**src/rtl/dmem_pkg.sv**
```systemverilog
// dmem_pkg: encodings shared by the data-memory port controller.
// Access sizes, FSM states, requester ids, alignment helpers.
package dmem_pkg;

  localparam logic [1:0] SZ_BYTE = 2'b00;
  localparam logic [1:0] SZ_HALF = 2'b01;
  localparam logic [1:0] SZ_WORD = 2'b10;

  localparam logic ID_CPU = 1'b0;
  localparam logic ID_DBG = 1'b1;

`ifdef DMEM_PORT_CTRL_SUBWORD_EN
  typedef enum logic [2:0] {
    IDLE    = 3'd0,
    RD      = 3'd1,
    CAP     = 3'd2,
    RMW_RD  = 3'd3,
    RMW_MRG = 3'd4,
    WR      = 3'd5,
    ACK     = 3'd6
  } state_e;
`else
  typedef enum logic [2:0] {
    IDLE = 3'd0,
    RD   = 3'd1,
    CAP  = 3'd2,
    WR   = 3'd5,
    ACK  = 3'd6
  } state_e;
`endif

  function automatic logic is_subword(
    input logic [1:0] sz
  );
    return (sz == SZ_BYTE) || (sz == SZ_HALF);
  endfunction

  // size 2'b11 behaves as a word
  function automatic logic misaligned(
    input logic [1:0] sz,
    input logic [1:0] lo
  );
    return ((sz == SZ_HALF) && lo[0]) ||
           (sz[1] && (lo != 2'b00));
  endfunction

endpackage

```
**src/rtl/dmem_lane_merge.sv**
```systemverilog
// dmem_lane_merge: little-endian lane extract (load) and lane merge (store).
// Ports: size_i, lane_i, word_i (RAM word), store_i (right-justified) -> load_o, merge_o.
module dmem_lane_merge
  import dmem_pkg::*;
#(
  parameter int NB_DATA = 32
) (
  input  logic [1:0]         size_i,
  input  logic [1:0]         lane_i,
  input  logic [NB_DATA-1:0] word_i,
  input  logic [NB_DATA-1:0] store_i,
  output logic [NB_DATA-1:0] load_o,
  output logic [NB_DATA-1:0] merge_o
);

  localparam int SW = $clog2(NB_DATA);

  logic [SW-1:0]      sh;
  logic [NB_DATA-1:0] mask;

  always_comb begin
    sh   = '0;
    mask = '1;
    unique case (1'b1)
      (size_i == SZ_BYTE): begin
        sh   = SW'({lane_i, 3'b000});
        mask = NB_DATA'(8'hFF) << sh;
      end
      (size_i == SZ_HALF): begin
        sh   = SW'({lane_i[1], 4'b0000});
        mask = NB_DATA'(16'hFFFF) << sh;
      end
      default: ;
    endcase
    load_o  = (word_i >> sh) & (mask >> sh);
    merge_o = (word_i & ~mask) |
              ((store_i << sh) & mask);
  end

endmodule

```
**src/rtl/dmem_port_ctrl.sv**
```systemverilog
// dmem_port_ctrl: round-robin CPU/debug arbiter and sequencer for the
// single-port data BRAM. CPU req/we/size/addr/wdata -> rdata/ack/err;
// debug req/we/addr/wdata -> rdata/ack; RAM ena/wea/addr/wdata, rdata in.
// Macro DMEM_PORT_CTRL_SUBWORD_EN: byte/half access, RMW, misalign errors.
module dmem_port_ctrl
  import dmem_pkg::*;
#(
  parameter int NB_DATA = 32,
  parameter int NB_ADDR = 10
) (
  input  logic               i_clk,
  input  logic               i_rst,
  input  logic               i_cpu_req,
  input  logic               i_cpu_we,
  input  logic [1:0]         i_cpu_size,
  input  logic [NB_ADDR+1:0] i_cpu_addr,
  input  logic [NB_DATA-1:0] i_cpu_wdata,
  output logic [NB_DATA-1:0] o_cpu_rdata,
  output logic               o_cpu_ack,
  output logic               o_cpu_err,
  input  logic               i_dbg_req,
  input  logic               i_dbg_we,
  input  logic [NB_ADDR-1:0] i_dbg_addr,
  input  logic [NB_DATA-1:0] i_dbg_wdata,
  output logic [NB_DATA-1:0] o_dbg_rdata,
  output logic               o_dbg_ack,
  output logic               o_ram_ena,
  output logic               o_ram_wea,
  output logic [NB_ADDR-1:0] o_ram_addr,
  output logic [NB_DATA-1:0] o_ram_wdata,
  input  logic [NB_DATA-1:0] i_ram_rdata
);

  state_e state_q, state_d;

  logic               id_q, last_q;
  logic               gid, grant, mis;
  logic [NB_ADDR-1:0] addr_q;
  logic [1:0]         size_q, lo_q;
  logic [1:0]         cpu_size, cpu_lo;
  logic [NB_DATA-1:0] wbuf_q;
  logic [NB_DATA-1:0] cpu_rdata_q, dbg_rdata_q;
  logic [NB_DATA-1:0] ld_data, mrg_data;

`ifdef DMEM_PORT_CTRL_SUBWORD_EN
  logic err_q;
  assign cpu_size = i_cpu_size;
  assign cpu_lo   = i_cpu_addr[1:0];
  assign mis      = misaligned(cpu_size, cpu_lo);
`else
  logic [NB_DATA+3:0] unused_cpu;
  assign unused_cpu = {i_cpu_size, i_cpu_addr[1:0], mrg_data};
  assign cpu_size   = SZ_WORD;
  assign cpu_lo     = 2'b00;
  assign mis        = 1'b0;
`endif

  // on a tie the requester not granted last wins
  assign gid = (i_cpu_req && i_dbg_req) ? ~last_q : i_dbg_req;

  dmem_lane_merge #(
    .NB_DATA (NB_DATA)
  ) u_lane (
    .size_i  (size_q),
    .lane_i  (lo_q),
    .word_i  (i_ram_rdata),
    .store_i (wbuf_q),
    .load_o  (ld_data),
    .merge_o (mrg_data)
  );

  always_comb begin
    state_d = state_q;
    grant   = 1'b0;
    unique case (state_q)
      IDLE: begin
        if (i_cpu_req || i_dbg_req) begin
          grant = 1'b1;
          if (gid == ID_DBG)
            state_d = i_dbg_we ? WR : RD;
          else if (mis)
            state_d = ACK;
          else if (!i_cpu_we)
            state_d = RD;
`ifdef DMEM_PORT_CTRL_SUBWORD_EN
          else if (is_subword(cpu_size))
            state_d = RMW_RD;
`endif
          else
            state_d = WR;
        end
      end
      RD:      state_d = CAP;
      CAP:     state_d = ACK;
`ifdef DMEM_PORT_CTRL_SUBWORD_EN
      RMW_RD:  state_d = RMW_MRG;
      RMW_MRG: state_d = WR;
`endif
      WR:      state_d = ACK;
      ACK:     state_d = IDLE;
      default: state_d = IDLE;
    endcase
  end

  always_ff @(posedge i_clk) begin
    if (i_rst) begin
      state_q     <= IDLE;
      id_q        <= ID_CPU;
      last_q      <= ID_CPU;
      addr_q      <= '0;
      size_q      <= SZ_WORD;
      lo_q        <= 2'b00;
      wbuf_q      <= '0;
      cpu_rdata_q <= '0;
      dbg_rdata_q <= '0;
`ifdef DMEM_PORT_CTRL_SUBWORD_EN
      err_q       <= 1'b0;
`endif
    end else begin
      state_q <= state_d;
      if (grant) begin
        id_q   <= gid;
        last_q <= gid;
        if (gid == ID_DBG) begin
          addr_q <= i_dbg_addr;
          size_q <= SZ_WORD;
          lo_q   <= 2'b00;
          wbuf_q <= i_dbg_wdata;
        end else begin
          addr_q <= i_cpu_addr[NB_ADDR+1:2];
          size_q <= cpu_size;
          lo_q   <= cpu_lo;
          wbuf_q <= i_cpu_wdata;
        end
`ifdef DMEM_PORT_CTRL_SUBWORD_EN
        err_q <= (gid == ID_CPU) && mis;
`endif
      end
      if (state_q == CAP) begin
        if (id_q == ID_CPU)
          cpu_rdata_q <= ld_data;
        else
          dbg_rdata_q <= ld_data;
      end
`ifdef DMEM_PORT_CTRL_SUBWORD_EN
      // write buffer takes the merged word for the WR beat
      if (state_q == RMW_MRG)
        wbuf_q <= mrg_data;
`endif
    end
  end

  always_comb begin
    o_ram_ena = 1'b0;
    o_ram_wea = 1'b0;
    unique case (state_q)
      RD:     o_ram_ena = 1'b1;
`ifdef DMEM_PORT_CTRL_SUBWORD_EN
      RMW_RD: o_ram_ena = 1'b1;
`endif
      WR: begin
        o_ram_ena = 1'b1;
        o_ram_wea = 1'b1;
      end
      default: ;
    endcase
    o_ram_addr  = o_ram_ena ? addr_q : '0;
    o_ram_wdata = o_ram_wea ? wbuf_q : '0;
  end

  assign o_cpu_ack   = (state_q == ACK) && (id_q == ID_CPU);
  assign o_dbg_ack   = (state_q == ACK) && (id_q == ID_DBG);
  assign o_cpu_rdata = cpu_rdata_q;
  assign o_dbg_rdata = dbg_rdata_q;

`ifdef DMEM_PORT_CTRL_SUBWORD_EN
  assign o_cpu_err = o_cpu_ack && err_q;
`else
  assign o_cpu_err = 1'b0;
`endif

endmodule

```
**config.mk**
```make
export PLATFORM = sky130hd
export DESIGN_NAME = dmem_port_ctrl
export DESIGN_NICKNAME = d
export VERILOG_FILES = /design/src/rtl/dmem_pkg.sv /design/src/rtl/dmem_lane_merge.sv /design/src/rtl/dmem_port_ctrl.sv
export SDC_FILE = /design/constraint.sdc
export NUM_CORES = 1
export LEC_CHECK = 0
export BUFFER_PORTS_ARGS = -buffer_cell sky130_fd_sc_hd__buf_2
export CAP_MARGIN = 30
export CORE_MARGIN = 3
export CORE_UTILIZATION = 54
export DETAILED_ROUTE_END_ITERATION = 16
export PLACE_DENSITY = 0.87
export SLEW_MARGIN = 20
export SYNTH_ARGS = -nofsm -noshare
export SYNTH_HDL_FRONTEND = slang
export SYNTH_HIERARCHICAL = 1
export SYNTH_SLANG_ARGS = --single-unit
```
**constraint.sdc**
```tcl
create_clock -name i_clk -period 4.6 [get_ports i_clk]
set_input_delay 0.23 -clock i_clk [delete_from_list [all_inputs] [get_ports i_clk]]
set_output_delay 0.23 -clock i_clk [all_outputs]
set_load 0.005 [all_outputs]
```
# --- Yosys cells after proc, flatten, opt, wreduce, memory -nomap -nowiden ---
# Cells that the tools add are included.
word_totals:
  ff_bits: 110
  in_bits: 126
  output_inout_bits: 111
  word_cells: 35
classes:
  n_eq_ne: 5
  mux: 14
  n_bitwise: 1
  n_reduce_logical: 9
ops:
  columns: ["op", "count"]
  rows:
  - ["$mux 32", 2]
  - ["$mux 10", 2]
  - ["$mux 3", 4]
  - ["$pmux 3 s3", 1]
  - ["$eq 3x3->1 const B", 2]
  - ["$mux 1", 5]
  - ["$reduce_and 2->1", 2]
  - ["$reduce_or 2->1", 2]
  - ["$eq 3x1->1 const B", 1]
  - ["$eq 3x2->1 const B", 1]
  - ["$logic_and 1x1->1", 3]
  - ["$logic_not 3->1", 1]
  - ["$ne 2x2->1 const B", 1]
  - ["$logic_or 1x1->1", 1]
  - ["$not 1->1", 1]

# --- Depth between registers and ports, before layout ---
depth:
  ltp_word: 5
  ltp_mapped: 7
  depth_no_buf: 5

# --- Modules after synthesis ---
# The synthesis kept the hierarchy.
modules_own_cells:
  columns: ["module", "n_inst", "cells_per_inst", "area_per_inst_um2", "seq_area_each_um2"]
  rows:
  - ["dmem_port_ctrl", 1, 562, 4868.4, 2202.1]
  - ["dmem_lane_merge", 1, 172, 1383.8, 0.0]

# --- Least setup slack after synthesis ---
# No wires, ideal clock.
synth_timing:
  path_type: "register -> register"
  start: "register last_q (netlist name)"
  end: "register cpu_rdata_q[13], in the netlist o_cpu_rdata[13]"
  setup_time_ns: 0.132
  arrival_time_ns: 1.338
  required_ns: 4.468
  path_slack_ns: 3.130
  stages_incl_launch_ff: 7
  path_buffers: 3
  period_less_slack_ns: 1.470
  path_cell_list: "dfxtp_1 buf_2 or4b_1 clkbuf_1 buf_2 nand2_1 a21oi_1"
synth_lines:
  columns: ["item", "line", "text"]
  rows:
  - ["end signal, assigned", "dmem_port_ctrl.sv:141", "cpu_rdata_q <= ld_data;"]
  - ["end, declared", "dmem_port_ctrl.sv:42", "logic [NB_DATA-1:0] cpu_rdata_q, dbg_rdata_q;"]

# --- Final worst setup path ---
layout_timing:
  start: "register state_q[0]"
  end: "output port o_ram_wdata[30]"
layout_between:
  elab_chain_len: 3
layout_lines:
  columns: ["item", "line", "text"]
  rows:
  - ["start, declared", "dmem_port_ctrl.sv:34", "state_e state_q, state_d;"]
  - ["start signal, assigned", "dmem_port_ctrl.sv:120", "state_q <= state_d;"]
  - ["$eq 3x3->1", "dmem_port_ctrl.sv:156", "unique case (state_q)"]
  - ["$mux 1", "dmem_port_ctrl.sv:156", null]
  - ["$mux 32", "dmem_port_ctrl.sv:168", "o_ram_wdata = o_ram_wea ? wbuf_q : '0;"]
  - ["end, declared", "dmem_port_ctrl.sv:30", "output logic [NB_DATA-1:0] o_ram_wdata,"]
# Every way passes these cells.

==> run metrics <==
status finished clean; setup violators final 0; Worst Hold Class input port to flop; diodes inserted 0; Seq pwr share approximately half; Total Die Area between 10,000 and 15,000 um2; crit path max fanout 37; Worst-Skew Late Latency between 0.3 and 0.4 ns; Comb power frac 25.4%; largest buffer count on any clock path 2; normalized max-slew margin 43.0%; Util after Layout 70.9%; first-pass GRT wire length between 20,000 and 25,000 um; Syn-to-layout area delta 24.1%; clock power share between 20% and 30%; final hold vios 0; critical path class flop to output port; drt pass-1 iters 7; Placed Area around 6500 um2; largest net degree at the start of global routing 63; post-layout minimum cycle time 2.30 ns; Worst EP required ~4.4 ns; sw frac 32.7%; worst-path cell chain nor2b_2, buf_4, and3_1, buf_2; multi-input logic area about 2700 um2; Tot GR Track Use roughly a quarter; max-slew violations 0; post-CTS setup buffer count 0; 1st-iter DRT viols ~360; fin crit share 50.1%; Syn Area/Cell approximately 8.7 um2; io pins around 240; setup_tns 0 ns; internal power between 1500 and 2000 uW; Fillers ~740; initial antenna violation count 0; layout cells sized above 1 between 30% and 40%; YS warnings 6; clock sink total between 100 and 150; most frequent cells in the layout 230 x buf_2, 130 x nand2_1, 109 x dfxtp_1; Critical path buffers and inverters 2; peak supply drop ~170 uV; Cells after Synth 620; global placer's final weighted congestion between 0.8 and 0.9; delay-heaviest family, CP flip-flops; fmax between 0.4 and 0.5 GHz; net count reported at finish approximately 930; Worst Path Arrival a little over 2 ns; CP endpoint kind output port; Critical Path Max Stage Delay about 0.62 ns; vias in the first global route 5,096; commonest non-fill, non-tap cell in the layout buf_2; htree depth 3; Die Ht about 110 um; Clock Skews roughly 0.011 ns; Mapped Area about 5400 um2; Gates resized, CTS repair 0; CTS root buf clkbuf_8; residual antenna-violating net count after detailed routing 0; die width approximately 110 um; CTS Buf Count 9; Initial Util 57.1%; Max Cap Viol 0; Hold Buf Count CTS 0; Leakage 0.00301 uW; Rows 35; Avg WL per Cell 16.9 um; DR DRC count 0; pre-CTS setup slack 2.30 ns; fin area 6700 um2; P_sw roughly 750 uW; I/O Buffers around 230; DR vias/cell 5.73; worst-margin pin slew between 0.8 and 0.9 ns; routed wire length around 16,000 um; CORE AREA between 9000 and 10,000 um2; Reg area 2200 um2; final worst slack approximately 2.3 ns; GR Overflow Total 0; pwr dens between 300 and 400 nW/um2; vias 5,348; clock slew at reported path FFs between 0.1 and 0.15 ns; hpwl dp 11,500 um; Critical-path top delay cell dfxtp_1; CTS tree done; critical path startpoint category flop; RSZ-0062 raised after global routing false
## final cells by class
| type | instances | area share [%] |
|---|---|---|
| clock inverter | 6 | 1.05 |
| timing repair buffer | 240 | 18.4 |
| tap | 129 | 2.41 |
| clock buffer | 10 | 1.90 |
| multi-input combinational | 393 | 40.8 |
| sequential | 110 | 32.9 |
| inverter | 46 | 2.58 |
## registers in the layout (all words and copies together) (netlist names)
name / count
addr_q: 10
last_q: 1
o_cpu_rdata: 32
o_dbg_rdata: 32
state_q: 3
wbuf_q: 32
## power groups by stage
| stage | Sequential (uW) | Clock [uW] | Combinational (uW) |
|---|---|---|---|
| final | 1120 | 589 | 584 |
| after CTS | 1120 | 599 | 583 |
| after floorplan | 1110 | 0 | 446 |
| after global routing | 1130 | 628 | 642 |
| after detailed placement | 1140 | 0 | 581 |
| after global placement | 1130 | 0 | 558 |
## metrics by stage
step | power, uW | instances | hold slack (ns)
3_3_place_gp | 1690 | 917 | 0.440
4_1_cts | 2300 | 934 | 0.153
6_report | 2300 | 934 | 0.177
5_1_grt | 2410 | 934 | 0.177
2_1_floorplan | 1550 | 625 | 0.346
3_5_place_dp | 1720 | 918 | 0.443
## final timing paths
kind | start | to | slack (ns) | cells past startpoint
max | state_q[0] | o_ram_wdata[30] | 2.30 | 4
min | i_cpu_req | last_q | 0.18 | 2
max reg2reg | state_q[2] | wbuf_q[18] | 2.57 | 4
min reg2reg | o_dbg_rdata[21] | o_dbg_rdata[21] | 0.46 | 2
## worst reg2reg max path, stage by stage, from the launching register on
cell	delay (ns)
dfxtp_2	0.81
nor3_4	0.13
o21ai_4	0.23
buf_4	0.53
a221oi_1	0.17
## layer usage
metal / vias to the layer above / routed length [um] / global-route usage [%]
met1: 2500 / 6160 / 32.2
met2: 269 / 7950 / 47.5
met5: - / 0 / 0
li1: 2539 / - / -
met4: 0 / 385 / 8.60
met3: 40 / 1330 / 5.28
No activity file was read; power rests on OpenSTA's default activity.
